`config.mk`:
```
export PLATFORM = sky130hd
export DESIGN_NAME = ecc_rd_err_monitor
export DESIGN_NICKNAME = d
export VERILOG_FILES = /design/src/rtl/ecc_mon_pkg.sv /design/src/rtl/ecc_mon_skid_buf.sv /design/src/rtl/ecc_rd_err_monitor.sv
export SDC_FILE = /design/constraint.sdc
export NUM_CORES = 1
export LEC_CHECK = 0
export CORE_ASPECT_RATIO = 1.2
export CORE_MARGIN = 2
export CORE_UTILIZATION = 50
export DETAILED_ROUTE_END_ITERATION = 7
export GPL_TIMING_DRIVEN = 0
export PLACE_DENSITY = 0.8
export SKIP_LAST_GASP = 1
export SYNTH_ARGS = -nofsm -noshare
export SYNTH_HDL_FRONTEND = slang
export SYNTH_SLANG_ARGS = --single-unit
```
`constraint.sdc`:
```
create_clock -name clk -period 2.4 [get_ports clk]
set_clock_uncertainty 0.05 [all_clocks]
set_input_delay 0.24 -clock clk [delete_from_list [all_inputs] [get_ports clk]]
set_output_delay 0.24 -clock clk [all_outputs]
set_load 0.02 [all_outputs]
```
`src/rtl/ecc_mon_pkg.sv`:
```
// ecc_mon_pkg: shared status FSM encoding and err_type codes for the ECC read-error monitor.
package ecc_mon_pkg;

    typedef enum logic [1:0] {
        IDLE        = 2'b00,
        SBIT_LOGGED = 2'b01,
        DBIT_LOGGED = 2'b10
    } ecc_mon_state_e;

    localparam logic [1:0] ERR_NONE = 2'b00;
    localparam logic [1:0] ERR_SBIT = 2'b01;
    localparam logic [1:0] ERR_DBIT = 2'b10;

endpackage

```
`src/rtl/ecc_mon_skid_buf.sv`:
```
// ecc_mon_skid_buf: 2-entry valid/ready stage with registered in_ready, 1-cycle latency, full throughput.
module ecc_mon_skid_buf #(
    parameter int WIDTH = 2
) (
    input  logic             clk,
    input  logic             rst,
    input  logic             in_valid,
    output logic             in_ready,
    input  logic [WIDTH-1:0] in_data,
    output logic             out_valid,
    input  logic             out_ready,
    output logic [WIDTH-1:0] out_data
);

    logic             out_valid_q, out_valid_d;
    logic [WIDTH-1:0] out_data_q, out_data_d;
    logic             skid_valid_q, skid_valid_d;
    logic [WIDTH-1:0] skid_data_q, skid_data_d;
    logic             in_ready_q, in_ready_d;
    logic             acc, out_load;

    // The output register reloads whenever it is empty or draining; the skid only fills when it cannot.
    always_comb begin
        acc          = in_valid & in_ready_q;
        out_load     = !out_valid_q | out_ready;
        out_valid_d  = out_load ? (skid_valid_q | acc) : out_valid_q;
        out_data_d   = out_load ? (skid_valid_q ? skid_data_q : in_data) : out_data_q;
        skid_valid_d = out_load ? 1'b0 : (skid_valid_q | acc);
        skid_data_d  = (!out_load && acc) ? in_data : skid_data_q;
        in_ready_d   = !skid_valid_d;
    end

    always_ff @(posedge clk) begin
        if (rst) begin
            out_valid_q  <= 1'b0;
            out_data_q   <= '0;
            skid_valid_q <= 1'b0;
            skid_data_q  <= '0;
            in_ready_q   <= 1'b1;
        end else begin
            out_valid_q  <= out_valid_d;
            out_data_q   <= out_data_d;
            skid_valid_q <= skid_valid_d;
            skid_data_q  <= skid_data_d;
            in_ready_q   <= in_ready_d;
        end
    end

    assign in_ready  = in_ready_q;
    assign out_valid = out_valid_q;
    assign out_data  = out_data_q;

endmodule

```
`src/rtl/ecc_rd_err_monitor.sv`:
```
// ecc_rd_err_monitor: forwards decoded beats via a skid stage, counts sbit/dbit events, logs first error, raises irq.
// Define ECC_MON_DBIT_DROP_EN to count/capture dbit beats without forwarding them (out_dbit tied 0).
module ecc_rd_err_monitor
    import ecc_mon_pkg::*;
#(
    parameter int DATA_WIDTH = 1,
    parameter int ADDR_WIDTH = 8,
    parameter int CNT_WIDTH  = 16
) (
    input  logic                  clk,
    input  logic                  rst,
    input  logic                  in_valid,
    output logic                  in_ready,
    input  logic [DATA_WIDTH-1:0] in_data,
    input  logic [ADDR_WIDTH-1:0] in_addr,
    input  logic                  in_sbit_err,
    input  logic                  in_dbit_err,
    output logic                  out_valid,
    input  logic                  out_ready,
    output logic [DATA_WIDTH-1:0] out_data,
    output logic                  out_dbit,
    input  logic                  clr,
    output logic [CNT_WIDTH-1:0]  sbit_cnt,
    output logic [CNT_WIDTH-1:0]  dbit_cnt,
    output logic [ADDR_WIDTH-1:0] err_addr,
    output logic [1:0]            err_type,
    output logic                  irq
);

    logic                  fwd_valid;
    logic [DATA_WIDTH:0]   fwd_payload;
    logic                  acc, sbit_hit, dbit_hit;
    logic [CNT_WIDTH-1:0]  sbit_base, dbit_base;
    logic [CNT_WIDTH-1:0]  sbit_cnt_q, sbit_cnt_d, dbit_cnt_q, dbit_cnt_d;
    logic [ADDR_WIDTH-1:0] err_addr_q, err_addr_d;
    logic [1:0]            err_type_q, err_type_d;
    logic                  irq_q, irq_d;
    ecc_mon_state_e        state_q, state_d, state_base;

`ifdef ECC_MON_DBIT_DROP_EN
    assign fwd_valid = in_valid & !in_dbit_err;
    assign out_dbit  = 1'b0;
`else
    assign fwd_valid = in_valid;
    assign out_dbit  = fwd_payload[DATA_WIDTH];
`endif

    ecc_mon_skid_buf #(.WIDTH(DATA_WIDTH + 1)) u_skid (
        .clk       (clk),
        .rst       (rst),
        .in_valid  (fwd_valid),
        .in_ready  (in_ready),
        .in_data   ({in_dbit_err, in_data}),
        .out_valid (out_valid),
        .out_ready (out_ready),
        .out_data  (fwd_payload)
    );

    assign out_data = fwd_payload[DATA_WIDTH-1:0];

    // clr is folded in before the accepted beat so a same-cycle error lands on a cleared state.
    always_comb begin
        acc        = in_valid & in_ready;
        dbit_hit   = acc & in_dbit_err;
        sbit_hit   = acc & in_sbit_err & !in_dbit_err;
        sbit_base  = clr ? '0 : sbit_cnt_q;
        dbit_base  = clr ? '0 : dbit_cnt_q;
        sbit_cnt_d = (sbit_hit && sbit_base != '1) ? sbit_base + CNT_WIDTH'(1) : sbit_base;
        dbit_cnt_d = (dbit_hit && dbit_base != '1) ? dbit_base + CNT_WIDTH'(1) : dbit_base;
        state_base = clr ? IDLE : state_q;
        state_d    = state_base;
        err_addr_d = clr ? '0 : err_addr_q;
        if (dbit_hit && state_base != DBIT_LOGGED) begin
            state_d    = DBIT_LOGGED;
            err_addr_d = in_addr;
        end else if (sbit_hit && state_base == IDLE) begin
            state_d    = SBIT_LOGGED;
            err_addr_d = in_addr;
        end
        err_type_d = (state_d == DBIT_LOGGED) ? ERR_DBIT : (state_d == SBIT_LOGGED) ? ERR_SBIT : ERR_NONE;
        irq_d      = state_d != IDLE;
    end

    always_ff @(posedge clk) begin
        if (rst) begin
            state_q    <= IDLE;
            sbit_cnt_q <= '0;
            dbit_cnt_q <= '0;
            err_addr_q <= '0;
            err_type_q <= ERR_NONE;
            irq_q      <= 1'b0;
        end else begin
            state_q    <= state_d;
            sbit_cnt_q <= sbit_cnt_d;
            dbit_cnt_q <= dbit_cnt_d;
            err_addr_q <= err_addr_d;
            err_type_q <= err_type_d;
            irq_q      <= irq_d;
        end
    end

    assign sbit_cnt = sbit_cnt_q;
    assign dbit_cnt = dbit_cnt_q;
    assign err_addr = err_addr_q;
    assign err_type = err_type_q;
    assign irq      = irq_q;

endmodule
```
* Word level (Yosys, flattened, before mapping)
Cells that the tools add are included.
W data, S select, Z words.
** Storage, ports and cells
- Flip-flop bits (word level) :: 52
- Output and inout bits :: 47
** Cells by class
- $add $sub $neg :: 2
- Equality and inequality tests :: 5
- Mux-type cells :: 14
- Bitwise operators :: 6
- Reduce and logical (&&, ||, !) cells :: 13
** Operators by type and width (count)
- $mux W16 :: 4
- $add A16 B1 Y16 const B :: 2
- $ne A16 B16 Y1 const B :: 2
- $mux W8 :: 3
- $mux W2 :: 5
- $logic_and A1 B1 Y1 :: 5
- $and A1 B1 Y1 :: 4
- $logic_not A1 Y1 :: 4
- $reduce_bool A3 Y1 :: 1
- $eq A2 B1 Y1 const B :: 1
- $eq A2 B2 Y1 const B :: 1
- $logic_not A2 Y1 :: 1
- $mux W1 :: 2
- $ne A2 B2 Y1 const B :: 1
- $or A1 B1 Y1 :: 2
- $reduce_bool A2 Y1 :: 1
- $reduce_or A2 Y1 :: 1

* Depth between registers and ports, before layout
- Word-level depth :: 9
- Depth in mapped cells :: 9
- Mapped depth without buffers :: 7

* By module
From an unflattened synthesis, not the netlist that was laid out.
** Second synthesis, totals
- Cells, all modules :: 319
- Area, all modules :: 2821.5 sq um
** By module, submodules not included
- ecc_rd_err_monitor :: times used 1, cells an instance 293, area each 2536.2 sq um, sequential area each 900.9 sq um
- ecc_mon_skid_buf :: times used 1, cells an instance 26, area each 285.3 sq um, sequential area each 140.1 sq um

* Worst setup path before layout
No wires, ideal clock.
- Path kind :: input to register
- From :: input port clr
- To :: register sbit_cnt_q[7] (netlist: sbit_cnt[7])
- Arrival time :: 1.769 ns
- Data required time :: 2.229 ns
- Slack :: 0.460 ns
- Cell stages on the path :: 8
- Path buffers :: 2
- Path through :: buf_6 -> clkbuf_1 -> nor2b_1 -> ha_1 -> nand4b_1 -> nor3_2 -> nor4b_1 -> mux2_2
** Between the ends
- Longest elaborated chain between the ends :: 4
** RTL lines
- start, declared :: RTL line ecc_rd_err_monitor.sv:22 : input logic clr,
- $mux W16 * :: RTL line ecc_rd_err_monitor.sv:66 : sbit_base = clr ? '0 : sbit_cnt_q;
- branches (longest 2 deep; another with $add A16 B1 Y16)
- $mux W16 * :: RTL line ecc_rd_err_monitor.sv:68 : sbit_cnt_d = (sbit_hit && sbit_base != '1) ? sbit_base + CNT_WIDTH'(1) : sbit_base;
- end signal, assigned :: RTL line ecc_rd_err_monitor.sv:94 : sbit_cnt_q <= sbit_cnt_d;
- end, declared :: RTL line ecc_rd_err_monitor.sv:34 : logic [CNT_WIDTH-1:0] sbit_cnt_q, sbit_cnt_d, dbit_cnt_q, dbit_cnt_d;
Every way passes the cells marked *.
A chain may end at the register's enable or synchronous reset.

* Worst setup path after layout
- From :: input port clr
- To :: register sbit_cnt_q[0] (netlist: sbit_cnt[0])
The elaborated chain is that of the path after synthesis.

==> flow_summary.ini <==
[run_status]
outcome = finished, final reports clean

[routing]
detail_route.wl_per_cell_microns = 15.41
drc = 0
drt-total-wl_microns = 6655
via_per_inst = 5.734
ant_nets = 0
firstDrtPassIters = 4
initialDrtViolationCount = 127
vias = 2477

[power]
power_density_mw_per_mm2 = 471.1
p_seq_share_pct = 54.1
p_leak_nw = 1.264
vdd_drop_max_v = 0.0004682
finalPower_mw = 1.647
pwr-share-comb_pct = 11.0
p_clk_share_pct = 34.9
internal_power_mw = 1.265
p_switching_uw = 381.7
swShare_pct = 23.18

[sta]
min_period_ps = 2278
setup_tns_ps = 0
finalHoldViolCount = 0
tightest_slew_ps = 736.1
setup_violations = 0
rsz0062_at_grt = yes
finalCritPeriodShare_pct = 94.92
finalWorstSetupSlack_ps = 121.8
slew_headroom_pct = 50.75
finalMaxSlewViolations = 0
fmax_ghz = 0.4390

[clock_network]
clk_pin_slew_ps = 90
cts_buffers = 5
cts_tree = yes
clkLatencyLatePin_ps = 300
cts-root-buf = clkbuf_8
clock_path_buffers = 2
clock_sinks = 52
cts-htree-levels = 2

[place]
gp_congestion = 0.8615
hpwlAfterDp_microns = 4831
port_buffers = 62
pre_cts_ws_ps = -662.7

[critical_path]
critPathMaxFanout = 10
r2r_slack_ps = 320
end_kind = flop
critPathKind = in -> reg
cp_data_arrival_time_ps = 2420
critPathRequiredTime_ps = 2540
startpoint_type = input port

[synth]
yosysMostFrequentCell = dfxtp_1
synth_top_area_share_pct = 39.28
synthTopCellsByArea = dfxtp_1, mux2i_1, xnor2_1, nor2_1, nand2_1
yosys_warnings = 0
ys_types = 55
syn_avg_cell_area_sq_um = 8.833
async_reset_ff_share_pct = 0
netlist_area_sq_mm = 0.002650
synth_top_cell_by_area = dfxtp_1
ys.flop_type = dfxtp_1
synthesis.nets = 318
syn_inst = 300
ys_top_cells_by_count = dfxtp_1, nor2_1, nand2_1
synth_edf_count = 0
yosysSeqAreaShare_pct = 39.28
ys_seq_elements = 52

[floorplanning]
rows = 29
fp.dieW_microns = 70.46
die_y_microns = 83.75
start_util_pct = 51.07
io_pins = 63
core_region_area_sq_mm = 0.005189
die-area_sq_mm = 0.005901

[global_route]
grt_pass1_wl_microns = 11120
grt_usage_pct = 23.21
first_global_vias = 2433
grt_max_degree = 15
overflow = 0
antenna_found_initial = 0

[finish]
multi_input_area_sq_mm = 0.001525
area.growth.synth_to_final_pct = 31.92
insertedDiodeCount = 0
regArea_sq_mm = 0.001041
final_layout_size_suffix_gt1_share_pct = 10.54
layout.nets = 389
fill_cells = 445

[flow_run]
maxCapViolCount = 0

[worst_hold_path]
min_path_type = reg -> reg
==> sequential cells by signal, indices dropped and copies added, names as in the netlist <==
name / flops
dbit_cnt: 16
sbit_cnt: 16
err_addr: 8
err_type: 2
state_q: 2
u_skid.out_data: 2
u_skid.skid_data_q: 2
irq: 1
u_skid.in_ready: 1
u_skid.out_valid: 1
u_skid.skid_valid_q: 1
==> kinds of logic (layout without fill, tap and decap cells) <==
| logic type | Yosys count | after routing | share of synthesized area [%] |
|---|---|---|---|
| AND/OR/NAND/NOR | 149 | 149 | 32.44 |
| flip-flops | 52 | 52 | 39.28 |
| AO/OA/AOI/OAI | 42 | 42 | 11.05 |
| buffers and inverters | 21 | 91 | 3.966 |
| multiplexers | 18 | 18 | 7.035 |
| XOR/XNOR | 16 | 16 | 5.288 |
| adder cells (fa/ha/maj) | 2 | 2 | 0.9441 |
==> final cells by class <==
class / count / share of cell area [%]
plain buffers: 14 / 2.291
clock buffers: 5 / 1.969
clock inverters: 1 / 0.8590
inverters: 7 / 0.7516
multi-input cells: 227 / 43.63
flip-flops and latches: 52 / 29.78
well taps: 62 / 2.219
repair buffers: 64 / 18.50
==> cell usage in the layout (no fill, tap or decap), drive strengths merged, types with 11 or more instances in the layout <==
cell type / count
mux2i: 16
nor2: 37
buf: 12
nor2b: 14
dfxtp: 52
nand2: 30
nand2b: 11
clkdlybuf4s50: 61
a21oi: 15
xnor2: 16
==> metrics by stage <==
stage               util [%]  instance area [sq um]  instances  hold WS, ps
floorplan                  -                   2650        300        333.9
global placement       64.53                   3348        424        399.6
detailed placement     64.53                   3348        424        405.4
CTS                    66.67                   3460        430        423.5
global route           67.37                   3496        432        444.1
finish                 67.37                   3496        432        419.7
==> critical path, cell delays in order <==
cell and delay [ps]:
dlygate4sd2_1 340, buf_6 190, buf_2 190, nor2b_1 140, ha_2 220, nand4b_1 190, nor3_2 320, buf_4 200
nor2_2 70, mux2_4 310
==> path summary, 6_finish.rpt <==
check,from,endpoint,cells after the start
hold / removal,err_addr[5],err_addr[5],2
hold reg to reg,err_addr[5],err_addr[5],2
setup / recovery,clr,sbit_cnt[0],10
setup reg to reg,sbit_cnt[0],sbit_cnt[0],7
==> metal layers <==
metal	track usage (%)	up-vias	wire length (microns)
li1	-	1203	-
met1	27.58	1180	2785
met2	40.91	78	3390
met3	5.314	16	345
met4	7.343	0	133
met5	0	-	0
==> power groups by stage <==
stage          clock, mW  sequential (mW)  combinational (mW)
2_1_floorplan          0            0.929              0.0787
3_3_place_gp           0            0.911               0.178
3_5_place_dp           0            0.911               0.180
4_1_cts            0.586            0.891               0.181
5_1_grt            0.611            0.894               0.195
6_report           0.575            0.891               0.180
==> repair_timing <==
| action | in CTS | in global routing |
|---|---|---|
| buffers inserted | 0 | 2 |
| hold buffers | 0 | 0 |
| gates resized for setup | 4 | 3 |
| cloned | 0 | 0 |
| setup endpoints to repair | 28 | 8 |
| pin swaps | 0 | 2 |
Note: power is estimated with default switching activity, not from simulation.
